===== config.mk =====
export PLATFORM = sky130hd
export DESIGN_NAME = fifo_unpacker
export DESIGN_NICKNAME = d
export VERILOG_FILES = /design/src/rtl/fifo_unpacker.sv
export SDC_FILE = /design/constraint.sdc
export NUM_CORES = 1
export LEC_CHECK = 0
export BUFFER_PORTS_ARGS = -buffer_cell sky130_fd_sc_hd__buf_2
export CAP_MARGIN = 10
export CORE_ASPECT_RATIO = 0.7
export CORE_MARGIN = 2
export CORE_UTILIZATION = 35
export DETAILED_ROUTE_END_ITERATION = 6
export PLACE_DENSITY_LB_ADDON = 0.05
export SYNTH_ARGS = -nofsm -noshare
export SYNTH_HDL_FRONTEND = slang
export SYNTH_SLANG_ARGS = --single-unit

===== constraint.sdc =====
create_clock -name clk -period 2.3 [get_ports clk]
set_input_delay 0.46 -clock clk [delete_from_list [all_inputs] [get_ports clk]]
set_output_delay 0.46 -clock clk [all_outputs]
set_load 0.1 [all_outputs]

===== src/rtl/fifo_unpacker.sv =====
// fifo_unpacker: pops wide words from a val/ack FIFO read port and replays
// each one as IN_WIDTH/OUT_WIDTH narrow slices, least-significant slice first,
// on a val/ack output stream. Also keeps a wrapping count of words popped and
// an idle flag for the surrounding control logic.
module fifo_unpacker #(
  parameter int IN_WIDTH  = 32,
  parameter int OUT_WIDTH = 8,
  parameter int CNT_WIDTH = 16
) (
  input  logic                 clk,
  input  logic                 reset_n,
  input  logic [IN_WIDTH-1:0]  rdata,
  input  logic                 rval,
  output logic                 rack,
  output logic [OUT_WIDTH-1:0] odata,
  output logic                 oval,
  input  logic                 oack,
  output logic                 olast,
  output logic [CNT_WIDTH-1:0] word_cnt,
  output logic                 idle
);

  localparam int RATIO = IN_WIDTH / OUT_WIDTH;
  localparam int IDX_W = (RATIO > 1) ? $clog2(RATIO) : 1;
  localparam logic [IDX_W-1:0] LAST_IDX = IDX_W'(RATIO - 1);

  // EMPTY: nothing held. SHIFTING: hold_q carries a word being emitted.
  typedef enum logic {
    EMPTY    = 1'b0,
    SHIFTING = 1'b1
  } state_t;

  state_t                 state_q;
  state_t                 state_d;
  logic                   full_q;
  logic [IN_WIDTH-1:0]    hold_q;
  logic [IN_WIDTH-1:0]    hold_d;
  logic [IDX_W-1:0]       idx;
  logic [IDX_W-1:0]       idx_d;
  logic [CNT_WIDTH-1:0]   cnt_d;
  logic                   at_last;
  logic                   pop;

  assign full_q  = (state_q == SHIFTING);
  assign at_last = (idx == LAST_IDX);
  assign pop     = rval && rack;

  // State register: async clear discards any partially emitted word.
  always_ff @(posedge clk or negedge reset_n) begin
    if (!reset_n) begin
      state_q  <= EMPTY;
      hold_q   <= '0;
      idx      <= '0;
      word_cnt <= '0;
    end else begin
      state_q  <= state_d;
      hold_q   <= hold_d;
      idx      <= idx_d;
      word_cnt <= cnt_d;
    end
  end

  // Next-state logic: load on pop, step the slice index on each transfer,
  // and reload straight from the FIFO on the last slice to avoid a bubble.
  always_comb begin
    state_d = state_q;
    hold_d  = hold_q;
    idx_d   = idx;
    cnt_d   = word_cnt;
    case (state_q)
      EMPTY: begin
        if (pop) begin
          state_d = SHIFTING;
          hold_d  = rdata;
          idx_d   = '0;
          cnt_d   = word_cnt + CNT_WIDTH'(1);
        end
      end
      SHIFTING: begin
        if (oack) begin
          if (!at_last) begin
            idx_d = idx + IDX_W'(1);
          end else if (pop) begin
            hold_d = rdata;
            idx_d  = '0;
            cnt_d  = word_cnt + CNT_WIDTH'(1);
          end else begin
            state_d = EMPTY;
            idx_d   = '0;
          end
        end
      end
      default: begin
        state_d = EMPTY;
        idx_d   = '0;
      end
    endcase
  end

  // Output logic: slice mux, handshake flags and the combinational pop strobe.
  // rack is gated by reset_n so the FIFO is never popped while in reset.
  always_comb begin
    odata = '0;
    for (int i = 0; i < RATIO; i++) begin
      if (idx == IDX_W'(i)) begin
        odata = hold_q[i*OUT_WIDTH +: OUT_WIDTH];
      end
    end
    oval  = full_q;
    olast = full_q && at_last;
    rack  = reset_n && rval && (!full_q || (oack && at_last));
    idle  = !full_q && !rval;
  end

endmodule


# Word-level counts from Yosys, hierarchy flattened
# Cells that the tools add are included.
[op_classes] mux=20 eq_ne=6 addsub=2 n_reduce_logical=12 bitwise_logic=1
[ops] cell="$mux 32" n=3
[ops] cell="$pmux 32 s2" n=1
[ops] cell="$mux 16" n=3
[ops] cell="$mux 8" n=4
[ops] cell="$pmux 16 s2" n=1
[ops] cell="$add 16x1->16 const B" n=1
[ops] cell="$logic_and 1x1->1" n=6
[ops] cell="$mux 2" n=3
[ops] cell="$eq 2x2->1 const B" n=2
[ops] cell="$ne 2x2->1 const B" n=2
[ops] cell="$pmux 2 s2" n=1
[ops] cell="$reduce_and 2->1" n=2
[ops] cell="$mux 1" n=3
[ops] cell="$add 2x1->2 const B" n=1
[ops] cell="$eq 2x1->1 const B" n=1
[ops] cell="$logic_not 1->1" n=2
[ops] cell="$logic_not 2->1" n=1
[ops] cell="$ne 2x1->1 const B" n=1
[ops] cell="$pmux 1 s2" n=1
[ops] cell="$logic_or 1x1->1" n=1
[ops] cell="$not 1->1" n=1
[totals] inputBits=36 ff_bits=51 wordCells=45

# Depth between registers and ports, before layout
[logic_depth] word_depth=9 mapped_depth=9 mapped_depth_nobuf=6

# Worst setup path before layout
# Ideal clock, no wire load.
[synth_timing] path_type="register -> output" from="register idx[0]" to="output odata[0]" stages_incl_launch_ff=6 slack_ns=-1.659 path_buffers=1 t_required_ns=1.840 arrival_ns=3.499 cell_sequence="dfrtp_1 > ha_1 > clkbuf_1 > nor2b_1 > a221oi_1 > o31ai_1"
[synth_via] elab_chain_len=5
[synth_rtl] element="start: declaration" line_no="38" rtl="logic [IDX_W-1:0] idx;"
[synth_rtl] element="start signal: assignment" line_no="58" rtl="idx <= idx_d;"
[synth_rtl] element="$logic_not 2->1" line_no="105" rtl="if (idx == IDX_W'(i)) begin"
[synth_rtl] element="$mux 8 (3 in a row)" line_no="105"
[synth_rtl] element="$mux 8 (*)" line_no="105"
[synth_rtl] element="end: declaration" line_no="15" rtl="output logic [OUT_WIDTH-1:0] odata,"
# Every way passes the cells marked *; elsewhere a longest branch is shown, timed or not.

# Final worst setup path
[layout_timing] from="register idx[0]" to="output odata[1]"
# Same word-level chain as after synthesis.

==> out/metrics.csv <==
metric,value,unit
outcome,"finished, final reports clean",
final hold vios,0,
first drt pass iteration count,5,
clk buf depth,2,
largest net degree at the start of global routing,52,
Finished Cell Area,3410,sq um
Reg-to-Reg End,hold_q[5]$_DFFE_PN0P_,
share of layout cells above drive strength 1,54.3,%
Num CTS Buffers,5,
"Reg clk slew, reported paths",0.09,ns
"Top FF cell, synth",dfrtp_1,
CP Data Required Time,1.84,ns
Core Area,6760,sq um
gate count of the mapped netlist,191,
CTS root buf,clkbuf_8,
final setup fails,0,
top-count cell post-synth,dfrtp_1,
worst r2r src,idx[0]$_DFFE_PN0P_,
post-synthesis sequential area ratio,52.2,%
Routability Congestion,0.722,
TritonCTS clock tree,done,
critical path peak fanout,7,
CP endpoint kind,primary output,
Post-synth EDFFs,0,
Syn Std Cell Area,2440,sq um
top cell type's share of synthesized area,52.2,%
Area contributors post-synth,"dfrtp_1, mux2_4, nand2_1, xnor2_1, o31ai_1",
"reg-to-reg slack, setup",0.33,ns
first-pass GRT wire length,9260,um
Routed WL,5500,um
residual antenna-violating net count after detailed routing,0,
"flops & latches, synth",51,
Filler Cell Count,634,
Routed WL per cell,15.2,um
synth cell count leaders,"dfrtp_1, mux2_4, nand2_1",
Post-Layout Cell Count,361,
Synth area leader,dfrtp_1,
Yosys cell types,28,
initial antenna violation count,0,
CP Class,reg -> out,
Iter 0 DRT Violations,61,
crit share post-route,98.9,%
Vias,1683,
vias in the first global route,1784,
RSZ-0062 raised after global routing,true,
syn_nets,232,
Hold Buf Count CTS,0,
worst-margin pin slew,0.654,ns
width of the die,104,um
I/O pin count,64,
placed cells,345,
row cnt,25,
Slew Limit Fails,0,
yosys warns,0,
Post-synth ARST share,100,%
fmax,440,MHz
Total Die Area,7680,sq um
TritonCTS Sinks,51,
placed instance area,3140,sq um
Worst setup SP type,register,
IO buf count,63,
clk_lat worst skew,0.30,ns
Hold Crit Class,in -> async,
All-Layer GR Usage,15.7,%
# diodes,0,
Initial Util,36.2,%
DRC,0,
final net count,307,
post-layout min period,2.27,ns
Worst Reg-to-Reg Cells,6,
Syn Area/Cell,12.8,sq um
number of H-tree levels,2,
Slew HR,56.4,%
via/cell ratio,4.66,
Arrival @ worst endpoint,1.81,ns
Max Clock Skew,0.00566,ns
area delta synth->final,39.7,%
Final HPWL DP,3780,um
final global-route overflow total,0,
Max-Cap Viols,0,
height of the chip,73.9,um
-- sequential cells by signal (all words and copies together) (netlist names) --
name,cells
hold_q,32
oval,1
word_cnt,16
idx,2
-- worst max-delay path by stage --
stage / startpoint / depth (start not counted) / slack [ns] / end
after global placement: idx[1]$_DFFE_PN0P_ / 6 / 0.17 / odata[0]
after CTS: idx[0]$_DFFE_PN0P_ / 4 / -0.0009 / odata[4]
final: idx[0]$_DFFE_PN0P_ / 7 / 0.03 / odata[1]
after floorplan: idx[0]$_DFFE_PN0P_ / 5 / -0.08 / odata[0]
after global routing: idx[0]$_DFFE_PN0P_ / 7 / -0.06 / odata[1]
after detailed placement: idx[0]$_DFFE_PN0P_ / 5 / 0.09 / odata[0]
-- layout by cell type (no fill, tap or decap), drive strengths merged --
cell type,n
nor2,4
clkbuf,8
a21boi,1
and3,4
ha,5
nand3,6
mux2,31
and2,1
inv,3
or2,1
nand4,3
xor2,6
nor3,2
xnor2,9
o211ai,1
o31ai,9
nor4b,1
o21ai,3
buf,76
dfrtp,51
nor2b,8
a221oi,7
nand2b,1
mux2i,1
nand2,25
-- worst max-delay path: stages (launching register included) --
cell      delay, ns
dfrtp_2        0.43
inv_2          0.08
ha_4           0.16
nor2b_4        0.12
buf_12         0.14
a221oi_2       0.32
o31ai_4        0.09
buf_12         0.17
-- cells by family (layout without fill, tap and decap cells) --
| group | Yosys count | in the layout | synth area share [%] |
|---|---|---|---|
| AND/OR/NAND/NOR | 56 | 56 | 11.3 |
| flip-flops | 51 | 51 | 52.2 |
| multiplexers | 32 | 32 | 18.5 |
| AO/OA/AOI/OAI | 21 | 21 | 6.96 |
| XOR/XNOR | 15 | 15 | 5.38 |
| buffers and inverters | 11 | 87 | 3.02 |
| adder cells (fa/ha/maj) | 5 | 5 | 2.56 |
-- repair_timing --
action,CTS,global route
gates resized for setup,16,7
endpoints found under the setup margin,9,10
pin swaps,2,3
setup buffers,8,0
-- stage by stage --
step                  TNS, ns  hold WS, ns  util (%)  worst slack, ns
global placement            0        0.458      46.4            0.174
floorplan              -0.289        0.164         -          -0.0771
finish                      0        0.313      50.5           0.0263
global route           -0.386        0.363      50.5          -0.0623
CTS                 -0.000930        0.328      50.3        -0.000930
detailed placement          0        0.472      46.4           0.0917
-- final cells by class --
class	count	area, sq um	share of cell area, %
clock buffers	8	100	2.93
inverters	3	16.3	0.476
multi-input cells	129	1310	38.3
flip-flops and latches	51	1280	37.4
well taps	94	118	3.44
repair buffers	76	596	17.4
-- layer usage --
| layer | GRT usage [%] | wire, um | part of all wire, % | vias up |
|---|---|---|---|---|
| met2 | 24.4 | 2430 | 44 | 38 |
| li1 | - | - | - | 821 |
| met3 | 3.90 | 242 | 4.4 | 5 |
| met1 | 22.0 | 2780 | 51 | 819 |
| met5 | 0 | 0 | 0 | - |
| met4 | 4.50 | 51 | 0.93 | 0 |
Power is left out: the tool's default activity adds up to more than one toggle a clock period on the data nets, which glitch-free logic cannot reach.
